==> config.mk <==
export PLATFORM = sky130hd
export DESIGN_NAME = pulse_stretch
export DESIGN_NICKNAME = d
export VERILOG_FILES = /design/src/rtl/pulse_stretch.sv
export SDC_FILE = /design/constraint.sdc
export NUM_CORES = 1
export LEC_CHECK = 0
export ABC_AREA = 0
export ABC_CLOCK_PERIOD_IN_PS = 1200
export CORE_MARGIN = 2
export CORE_UTILIZATION = 38
export CTS_CLUSTER_DIAMETER = 150
export DETAILED_ROUTE_END_ITERATION = 12
export PLACE_DENSITY_LB_ADDON = 0.25
export SYNTH_ARGS = -nofsm -noshare
export SYNTH_HDL_FRONTEND = slang
export SYNTH_SLANG_ARGS = --single-unit
==> constraint.sdc <==
create_clock -name clk -period 1.2 [get_ports clk]
set_input_delay 0.24 -clock clk [delete_from_list [all_inputs] [get_ports clk]]
set_output_delay 0.24 -clock clk [all_outputs]
set_load 0.005 [all_outputs]
==> src/rtl/pulse_stretch.sv <==
// Per-lane pulse stretcher: each accepted input pulse drives level_out high for LENGTH cycles.
// Define PULSE_STRETCH_RETRIGGER_EN to let a pulse on a busy lane restart its stretch.
module pulse_stretch #(
  parameter int DATA_WIDTH = 8,
  parameter int LENGTH     = 4
) (
  input  logic                  clk,
  input  logic                  rst,
  input  logic                  en,
  input  logic [DATA_WIDTH-1:0] in,
  output logic [DATA_WIDTH-1:0] level_out,
  output logic                  active
);

  localparam int CW = $clog2(LENGTH + 1);
  localparam logic [CW-1:0] LOAD = CW'(LENGTH);

  generate
    for (genvar gi = 0; gi < DATA_WIDTH; gi++) begin : g_lane
      logic [CW-1:0] cnt_q;
      logic [CW-1:0] cnt_d;
      logic          level_q;
      logic          level_d;
      logic          busy;
      logic          accept;

      always_comb begin
        busy = (cnt_q != '0);
`ifdef PULSE_STRETCH_RETRIGGER_EN
        accept = en & in[gi];
`else
        // A lane still counting down (even at 1) ignores new pulses.
        accept = en & in[gi] & ~busy;
`endif
        if (accept) begin
          cnt_d = LOAD;
        end else if (busy) begin
          cnt_d = cnt_q - CW'(1);
        end else begin
          cnt_d = '0;
        end
        // Output flop tracks the next counter value so it rises one edge after the pulse.
        level_d = (cnt_d != '0);
      end

      always_ff @(posedge clk) begin
        if (rst) begin
          cnt_q   <= '0;
          level_q <= 1'b0;
        end else begin
          cnt_q   <= cnt_d;
          level_q <= level_d;
        end
      end

      assign level_out[gi] = level_q;
    end
  endgenerate

  assign active = |level_out;

endmodule

==> out/results.txt, run 1 <==
setup_tns: -0.1868 ns
syn nets: 171
mux contribution to synthesized area: 0%
Die Ht: 62.69 µm
instance count of the mapped netlist: 152
most common cell after layout, fill and taps aside: a31oi_1
placed instance area: 1540 µm²
Hold Vio Cnt, Final: 0
First DRT Iteration DRCs: 97
violated checks: negative setup slack
max_cap viols: 0
Slew Limit Fails: 0
Pwr Density: 3031 nW/µm²
crit path kind: reg -> out
post-layout min period: 1.387 ns
crit path launch type: register
Via density: 4.973
synthesized flop and latch total: 32
chip width: 62.69 µm
# DRC: 0
Setup Skew: 0.006306 ns
share of cells above drive strength 1: 33.52%
NumNets Final: 194
hpwl dp: 1.742 mm
Hold WC Path Type: reg -> reg
total grt overflow: 0
largest area contributor in the netlist: dfxtp_1
mapped cell area: 1309 µm²
all-layer global routing usage: 13.73%
hold-fix buffers at CTS: 0
Tcrit/Tclk final: 115.6%
worst hold slack: 0.4546 ns
H-tree levels: 2
PortBufs: 19
WL final: 2.490 mm
Design Area, Final: 1712 µm²
initial core utilization: 39.53%
clock-pin transition on the worst setup and hold timing paths: 0.10 ns
number of diodes: 0
final setup margin: -0.1868 ns
Clock Latency Late Sink: 0.32 ns
num rows: 21
CTS tree: done
synth warn: 0
Relative slew margins: 84.47%
post-synthesis sequential area ratio: 48.95%
RSZ-0062 raised after global routing: true
# setup viols final: 1
number of routed nets with antenna violations: 0
clock buffer depth: 2
CP Capture Type: output port
Vias: 1104
antenna violations before repair: 0
Synth Area in Compound Gates: 17.59%
Synth top area share: 48.95%
Post-Synth Simple-Gate Area: 15.77%
WL/cell: 11.22 µm
core footprint: 3311 µm²
final core occ: 51.70%
cts bufs inserted: 5
worst-path fanout max: 2
global-route wire length before repair: 4.278 mm
area delta synth->final: 30.78%
xor/xnor share of the synthesized area: 0%
Worst-Margin Slew: 0.2312 ns
adder-cell area share of the yosys netlist: 7.648%
synth top area cells: dfxtp_1 (49%), a31oi_1 (11%), ha_1 (7.6%), nor2_1 (6.9%), a21oi_1 (6.1%)
P_leak: 0.6662 nW
GP Congestion: 0.6601
number of global-route vias before repair: 1065
Avg Synthesized Cell Area: 8.610 µm²
Synth cell types: 13
largest family of logic cells by synthesized area: compound AO/OA/AOI/OAI gates
Required @ worst endpoint: 0.96 ns
VDD IR max: 0.001410 V
clock sink count: 32
CP arrival: 1.15 ns
outcome: complete, but fails checks
pin count of the biggest net entering global routing: 33
highest clock rate: 0.7211 GHz
Ports: 20
total die area: 3929 µm²
commonest cells after routing, fill and taps aside: a31oi_1 (24), nand2_1 (17), nor2_1 (16), dfxtp_2 (16)
first drt pass iteration count: 4
Root Driver: clkbuf_4
[path summary, 6_finish.rpt]
check,slack (ns),cells after the start,startpoint,to
worst max-delay path,-0.19,3,g_lane[5].level_q,active
worst min-delay path,0.45,1,g_lane[4].cnt_q[0],g_lane[4].cnt_q[0]
worst max register to register,0.04,5,g_lane[6].cnt_q[1],g_lane[6].level_q
worst min register to register,0.45,1,g_lane[4].cnt_q[0],g_lane[4].cnt_q[0]
[through the flow]
stage	cells	total power, mW	worst slack, ns
floorplan	152	3.524	0.1313
global placement	212	3.979	-0.2398
detailed placement	212	4.132	-0.2536
CTS	221	4.829	-0.1918
global route	222	5.697	-0.2412
finish	222	5.188	-0.1868
[timing repair]
| action | 4_1_cts | 5_1_grt |
|---|---|---|
| resized for setup | 44 | 27 |
| hold endpoints to repair | 0 | 0 |
| setup endpoints to repair | 12 | 12 |
| buffers inserted | 2 | 2 |
| pin swaps | 2 | 11 |
[report_power, final]
| part | internal, mW | leakage, nW | switching (mW) |
|---|---|---|---|
| clock network | 0.279 | 0.0380 | 0.341 |
| registers | 1.59 | 0.271 | 0.354 |
| logic | 1.35 | 0.357 | 1.27 |
| total | 3.22 | 0.666 | 1.97 |
[area by class of cell]
type | count | area (µm²)
Fill cell | 326 | 1599
Sequential cell | 32 | 671.9
Multi-Input combinational cell | 99 | 628.1
Timing Repair Buffer | 29 | 262.8
Tap cell | 46 | 57.56
Clock buffer | 6 | 51.30
Inverter | 8 | 30.03
Clock inverter | 2 | 10.01
[cells in the mapped netlist]
| master | count |
|---|---|
| dfxtp_1 | 32 |
| a31oi_1 | 24 |
| nor2_1 | 24 |
| nand2_1 | 17 |
| a21oi_1 | 16 |
| buf_4 | 8 |
| ha_1 | 8 |
| inv_1 | 8 |
| nor3_1 | 8 |
| buf_2 | 3 |
| nor4_1 | 2 |
| buf_6 | 1 |
| buf_8 | 1 |
[kinds of logic after synthesis]
kind of cell | Yosys count
adders and majority gates | 8
AOI/OAI and AO/OA | 40
DFF | 32
buffers and inverters | 21
and+or+nand+nor | 51
[state kept, by name (all words and copies together) (netlist names)]
| register | flops |
|---|---|
| g_lane.cnt_q | 24 |
| g_lane.level_q | 8 |
[per-layer routing]
metal	track usage, %	vias up	share of wire [%]
met5	0	-	0
met4	5.833	0	0.64
met3	4.685	2	4.0
met2	23.79	20	53
met1	15.27	505	42
li1	-	577	-
[critical path, cell delays in order (launching register included)]
cell and delay (ns):
dfxtp_2 0.34, nor4_4 0.29, nand2_1 0.07, buf_2 0.13
No activity file was read; power rests on OpenSTA's default activity.
==> run 2: changes to the inputs <==
--- a/config.mk
+++ b/config.mk
@@ -11,7 +11,8 @@
 export CORE_UTILIZATION = 38
 export CTS_CLUSTER_DIAMETER = 150
 export DETAILED_ROUTE_END_ITERATION = 12
-export PLACE_DENSITY_LB_ADDON = 0.25
+export PLACE_DENSITY = 0.64
+export SETUP_SLACK_MARGIN = 0.2
 export SYNTH_ARGS = -nofsm -noshare
 export SYNTH_HDL_FRONTEND = slang
 export SYNTH_SLANG_ARGS = --single-unit
==> out/results.txt, run 2 (same netlist as run 1, synthesis figures left out) <==
outcome: complete, but fails checks (unchanged)
violated checks: negative setup slack (unchanged)
all-layer global routing usage: 18.02% (was 13.73%)
clock sink count: 32 (unchanged)
CP cell instances: nor4_2 > nand2_1 > buf_2 (was nor4_4 > nand2_1 > buf_2)
total grt overflow: 0 (unchanged)
VDD IR max: 0.001689 V (was 0.001410 V)
Setup Skew: 0.005366 ns (was 0.006306 ns)
crit path kind: reg -> out (unchanged)
highest clock rate: 0.7291 GHz (was 0.7211 GHz)
FF-to-FF setup slack: 0.08 ns (was 0.04 ns)
crit path launch type: register (unchanged)
Pwr Density: 3341 nW/µm² (was 3031 nW/µm²)
Required @ worst endpoint: 0.96 ns (about the same)
clock-pin transition on the worst setup and hold timing paths: 0.09 ns (was 0.10 ns)
max_cap viols: 0 (unchanged)
Worst path max stage delay: 0.34 ns (about the same)
Comb pwr share: 63.7% (was 50.5%)
Root Driver: clkbuf_4 (unchanged)
first drt pass iteration count: 4 (unchanged)
number of diodes: 0 (unchanged)
Reg with most FFs: g_lane.cnt_q (unchanged)
First DRT Iteration DRCs: 31 (was 97)
number of routed nets with antenna violations: 0 (unchanged)
Hold Path End: g_lane[0].cnt_q[1] (was g_lane[4].cnt_q[0])
max FFs per register: 24 (unchanged)
Die Ht: 62.69 µm (unchanged)
Hold WC Path Type: reg -> reg (unchanged)
hpwl dp: 1.981 mm (was 1.742 mm)
WL final: 3.266 mm (was 2.490 mm)
Worst-Margin Slew: 0.1961 ns (was 0.2312 ns)
Ports: 20 (unchanged)
initial core utilization: 39.53% (unchanged)
Vias: 1239 (was 1104)
WL/cell: 13.12 µm (was 11.22 µm)
final setup margin: -0.1715 ns (was -0.1868 ns)
num rows: 21 (unchanged)
share of cells above drive strength 1: 61.58% (was 33.52%)
Crit path buffers/inverters: 1 (unchanged)
Slew Limit Fails: 0 (unchanged)
most common cell after layout, fill and taps aside: dfxtp_2 (was a31oi_1)
NumNets Final: 222 (was 194)
CTS tree: done (unchanged)
Clock Latency Late Sink: 0.33 ns (was 0.32 ns)
# DRC: 0 (unchanged)
Flop pwr share: 27.0% (was 37.5%)
final core occ: 66.10% (was 51.70%)
cts bufs inserted: 5 (unchanged)
hold-fix buffers at CTS: 0 (unchanged)
Slowest cell on crit path: dfxtp_2 (unchanged)
CP arrival: 1.13 ns (was 1.15 ns)
post-layout min period: 1.371 ns (was 1.387 ns)
Relative slew margins: 86.82% (was 84.47%)
pin count of the biggest net entering global routing: 21 (was 33)
commonest cells after routing, fill and taps aside: dfxtp_2 (32), buf_4 (23), buf_6 (21) (was a31oi_1 (24), nand2_1 (17), nor2_1 (16), dfxtp_2 (16))
Via density: 4.976 (was 4.973)
area delta synth->final: 67.21% (was 30.78%)
CP Capture Type: output port (unchanged)
antenna violations before repair: 0 (unchanged)
worst-path fanout max: 2 (unchanged)
total die area: 3929 µm² (unchanged)
Sw Pwr: 2.681 mW (was 1.966 mW)
R2R Path Start: g_lane[6].cnt_q[1] (unchanged)
RSZ-0062 raised after global routing: true (unchanged)
R2R depth: 5 (unchanged)
GP Congestion: 0.6927 (was 0.6601)
WHS Path Cells: 2 (was 1)
global-route wire length before repair: 5.478 mm (was 4.278 mm)
Tcrit/Tclk final: 114.3% (was 115.6%)
setup_tns: -0.3560 ns (was -0.1868 ns)
sw frac: 36.68% (was 37.90%)
Clock power frac: 9.4% (was 11.9%)
H-tree levels: 2 (unchanged)
top flop regs: g_lane.cnt_q: 24 flops, g_lane.level_q: 8 flops (unchanged)
core footprint: 3311 µm² (unchanged)
P_int: 4.629 mW (was 3.222 mW)
clock buffer depth: 2 (unchanged)
# setup viols final: 4 (was 1)
PortBufs: 19 (unchanged)
P_leak: 0.8487 nW (was 0.6662 nW)
delay-heaviest family, CP: flip-flops (was simple AND/OR/NAND/NOR gates)
worst hold start: g_lane[0].cnt_q[2] (was g_lane[4].cnt_q[0])
post-place setup slack: -0.1493 ns (was -0.2536 ns)
chip width: 62.69 µm (unchanged)
reg2reg end: g_lane[6].level_q (unchanged)
number of global-route vias before repair: 1280 (was 1065)
Hold Vio Cnt, Final: 0 (unchanged)
run 2: metrics by stage:
stage	hold slack, ns	std cells	total power, mW	cell area (µm²)
2_1_floorplan	0.3037	152	3.607	1339
3_3_place_gp	0.4282	216	4.133	1600
3_5_place_dp	0.4397	216	4.283	1600
4_1_cts	0.4834	243	6.629	2068
5_1_grt	0.5206	249	7.845	2188
6_report	0.4902	249	7.310	2188
run 2: final cells by class:
class	instances	area (µm²)
fillers	267	1122
well taps	46	57.56
repair buffers	57	554.3
flip-flops and latches	32	680.7
multi-input cells	99	800.8
clock buffers	7	65.06
inverters	8	30.03
run 2: how the worst max path moves through the flow:
stage / start / end / slack [ns] / cells after the start
floorplan: g_lane[1].cnt_q[0] / g_lane[1].level_q / 0.17 / 5
finish: g_lane[6].level_q / active / -0.17 / 3
global route: g_lane[6].level_q / active / -0.26 / 3
global placement: g_lane[5].level_q / active / -0.17 / 3
detailed placement: g_lane[1].level_q / active / -0.15 / 3
CTS: g_lane[6].level_q / active / -0.20 / 3
run 2: power groups by stage:
stage	registers [mW]	logic, mW	clock network, mW
after detailed placement	1.89	2.40	0
final	1.97	4.66	0.684
after global placement	1.86	2.27	0
after CTS	1.94	3.99	0.701
after floorplan	1.81	1.80	0
after global routing	2.03	5.06	0.759
run 2: worst reg2reg max path: stages, from the launching register on:
cell     delay, ns
dfxtp_2       0.35
nor2_4        0.14
ha_4          0.22
a21oi_2       0.12
a31oi_1       0.06
a31oi_1       0.15
run 2: per-layer routing:
layer	global-route usage, %	part of all wire [%]
met1	18.24	41
met2	33.74	54
met3	6.306	3.2
met4	6.667	1.6
met5	0	0
run 2: what timing repair did:
| item | CTS | global route |
|---|---|---|
| gates resized for setup | 109 | 22 |
| buffers inserted | 20 | 6 |
| pin swaps | 26 | 19 |
| endpoints found under the setup margin | 25 | 26 |
==> run 3: changes to the inputs <==
--- a/config.mk
+++ b/config.mk
@@ -8,11 +8,12 @@
 export ABC_AREA = 0
 export ABC_CLOCK_PERIOD_IN_PS = 1200
 export CORE_MARGIN = 2
-export CORE_UTILIZATION = 38
+export CORE_UTILIZATION = 45
 export CTS_CLUSTER_DIAMETER = 150
 export DETAILED_ROUTE_END_ITERATION = 12
-export PLACE_DENSITY = 0.64
+export PLACE_DENSITY_LB_ADDON = 0.25
 export SETUP_SLACK_MARGIN = 0.2
+export SLEW_MARGIN = 10
 export SYNTH_ARGS = -nofsm -noshare
 export SYNTH_HDL_FRONTEND = slang
 export SYNTH_SLANG_ARGS = --single-unit
==> out/results.txt, run 3 (same netlist as run 1, synthesis figures left out) <==
Relative slew margins: 84.78% (was 86.82%)
post-place setup slack: -0.2709 ns (was -0.1493 ns)
number of routed nets with antenna violations: 0 (unchanged)
crit path launch type: register (unchanged)
WL final: 3.389 mm (was 3.266 mm)
chip width: 57.93 µm (was 62.69 µm)
worst hold slack: 0.4981 ns (was 0.4902 ns)
# setup viols final: 1 (was 4)
RSZ-0062 raised after global routing: true (unchanged)
initial core utilization: 47.46% (was 39.53%)
Vias: 1287 (was 1239)
num rows: 19 (was 21)
P_leak: 0.7901 nW (was 0.8487 nW)
Reg with most FFs: g_lane.cnt_q (unchanged)
CP cell instances: nor4_4 > nand2_1 > buf_2 (was nor4_2 > nand2_1 > buf_2)
PortBufs: 19 (unchanged)
Hold Vio Cnt, Final: 0 (unchanged)
Worst path max stage delay: 0.35 ns (was 0.34 ns)
First DRT Iteration DRCs: 66 (was 31)
Required @ worst endpoint: 0.96 ns (about the same)
Hold WC Path Type: reg -> reg (unchanged)
total grt overflow: 0 (unchanged)
clock sink count: 32 (unchanged)
WL/cell: 14.86 µm (was 13.12 µm)
Pwr Density: 3481 nW/µm² (was 3341 nW/µm²)
violated checks: negative setup slack (unchanged)
Setup Skew: 0.01010 ns (was 0.005366 ns)
total die area: 3356 µm² (was 3929 µm²)
highest clock rate: 0.7086 GHz (was 0.7291 GHz)
clock buffer depth: 2 (unchanged)
top flop regs: g_lane.cnt_q: 24 flops, g_lane.level_q: 8 flops (unchanged)
NumNets Final: 215 (was 222)
Root Driver: clkbuf_4 (unchanged)
core footprint: 2758 µm² (was 3311 µm²)
max FFs per register: 24 (unchanged)
hold-fix buffers at CTS: 0 (unchanged)
share of cells above drive strength 1: 59.39% (was 61.58%)
setup_tns: -0.2113 ns (was -0.3560 ns)
Slowest cell on crit path: dfxtp_2 (unchanged)
Tcrit/Tclk final: 117.6% (was 114.3%)
outcome: complete, but fails checks (unchanged)
Slew Limit Fails: 0 (unchanged)
GP Congestion: 0.7096 (was 0.6927)
crit path kind: reg -> out (unchanged)
post-layout min period: 1.411 ns (was 1.371 ns)
commonest cells after routing, fill and taps aside: dfxtp_2 (29), a31oi_1 (24), buf_4 (24) (was dfxtp_2 (32), buf_4 (23), buf_6 (21))
antenna violations before repair: 0 (unchanged)
hpwl dp: 1.791 mm (was 1.981 mm)
area delta synth->final: 56.21% (was 67.21%)
Worst-Margin Slew: 0.2262 ns (was 0.1961 ns)
CP Capture Type: output port (unchanged)
VDD IR max: 0.002522 V (was 0.001689 V)
clock-pin transition on the worst setup and hold timing paths: 0.10 ns (was 0.09 ns)
most common cell after layout, fill and taps aside: dfxtp_2 (unchanged)
Tot Pwr: 7.117 mW (was 7.310 mW)
worst-path fanout max: 2 (unchanged)
H-tree levels: 2 (unchanged)
cts bufs inserted: 5 (unchanged)
Ports: 20 (unchanged)
Die Ht: 57.93 µm (was 62.69 µm)
Via density: 5.645 (was 4.976)
# DRC: 0 (unchanged)
max_cap viols: 0 (unchanged)
number of diodes: 0 (unchanged)
Clock Latency Late Sink: 0.33 ns (about the same)
CTS tree: done (unchanged)
CP arrival: 1.17 ns (was 1.13 ns)
global-route wire length before repair: 5.078 mm (was 5.478 mm)
pin count of the biggest net entering global routing: 17 (was 21)
final setup margin: -0.2113 ns (was -0.1715 ns)
number of global-route vias before repair: 1216 (was 1280)
first drt pass iteration count: 4 (unchanged)
all-layer global routing usage: 20.21% (was 18.02%)
run 3: cell types whose count changed in the layout (fill, tap and decap cells not counted), moves of 2 or more:
cell | previous run | this run
a31oi_1 | 20 | 24
buf_6 | 21 | 12
buf_2 | 1 | 4
nor4_2 | 2 | 0
dfxtp_2 | 32 | 29
buf_12 | 2 | 0
inv_2 | 1 | 3
a31oi_2 | 4 | 0
dfxtp_4 | 0 | 3
inv_1 | 7 | 5
run 3: final cells by class:
class,count,area (µm²)
clock buffers,7,55.05
clock inverters,1,7.507
fillers,176,713.2
inverters,8,30.03
multi-input cells,99,789.5
flip-flops and latches,32,688.2
well taps,31,38.79
repair buffers,50,435.4
run 3: timing repair:
action                                 CTS  global route
resized for setup                      111            15
pin swaps                               19             5
buffers inserted                        15             8
endpoints found under the hold margin    0             0
setup endpoints to repair               25            26
run 3: metrics by stage:
| step | instances | area, µm² | util, % |
|---|---|---|---|
| global placement | 197 | 1526 | 55.35 |
| finish | 228 | 2044 | 74.14 |
| detailed placement | 197 | 1526 | 55.35 |
| global route | 228 | 2044 | 74.14 |
| floorplan | 152 | 1339 | - |
| CTS | 220 | 1946 | 70.55 |
run 3: worst paths after layout:
check / from / cells past startpoint / to / slack (ns)
setup / recovery: g_lane[6].level_q / 3 / active / -0.21
hold / removal: g_lane[6].cnt_q[2] / 2 / g_lane[6].cnt_q[1] / 0.50
setup reg to reg: g_lane[5].cnt_q[1] / 7 / g_lane[5].level_q / 0.03
hold reg to reg: g_lane[6].cnt_q[2] / 2 / g_lane[6].cnt_q[1] / 0.50
run 3: per-layer routing:
layer  up-vias  global-route usage (%)  wire (µm)
li1        621                       -          -
met1       625                   21.69       1325
met2        33                   36.69       1803
met3         8                   5.357        176
met4         0                   9.302         82
met5         -                       0          0
run 3: power by group:
| part | switching, mW | leakage (nW) | internal (mW) | total (mW) |
|---|---|---|---|---|
| combinational | 1.98 | 0.482 | 2.47 | 4.45 |
| sequential | 0.376 | 0.276 | 1.63 | 2.01 |
| clock | 0.372 | 0.0315 | 0.287 | 0.658 |
run 3: worst max-delay path, delay by kind of cell, from the launching register on:
family	cells	cell delay, ns
flip-flops	1	0.35
AND/OR/NAND/NOR	2	0.36
buffers and inverters	1	0.13
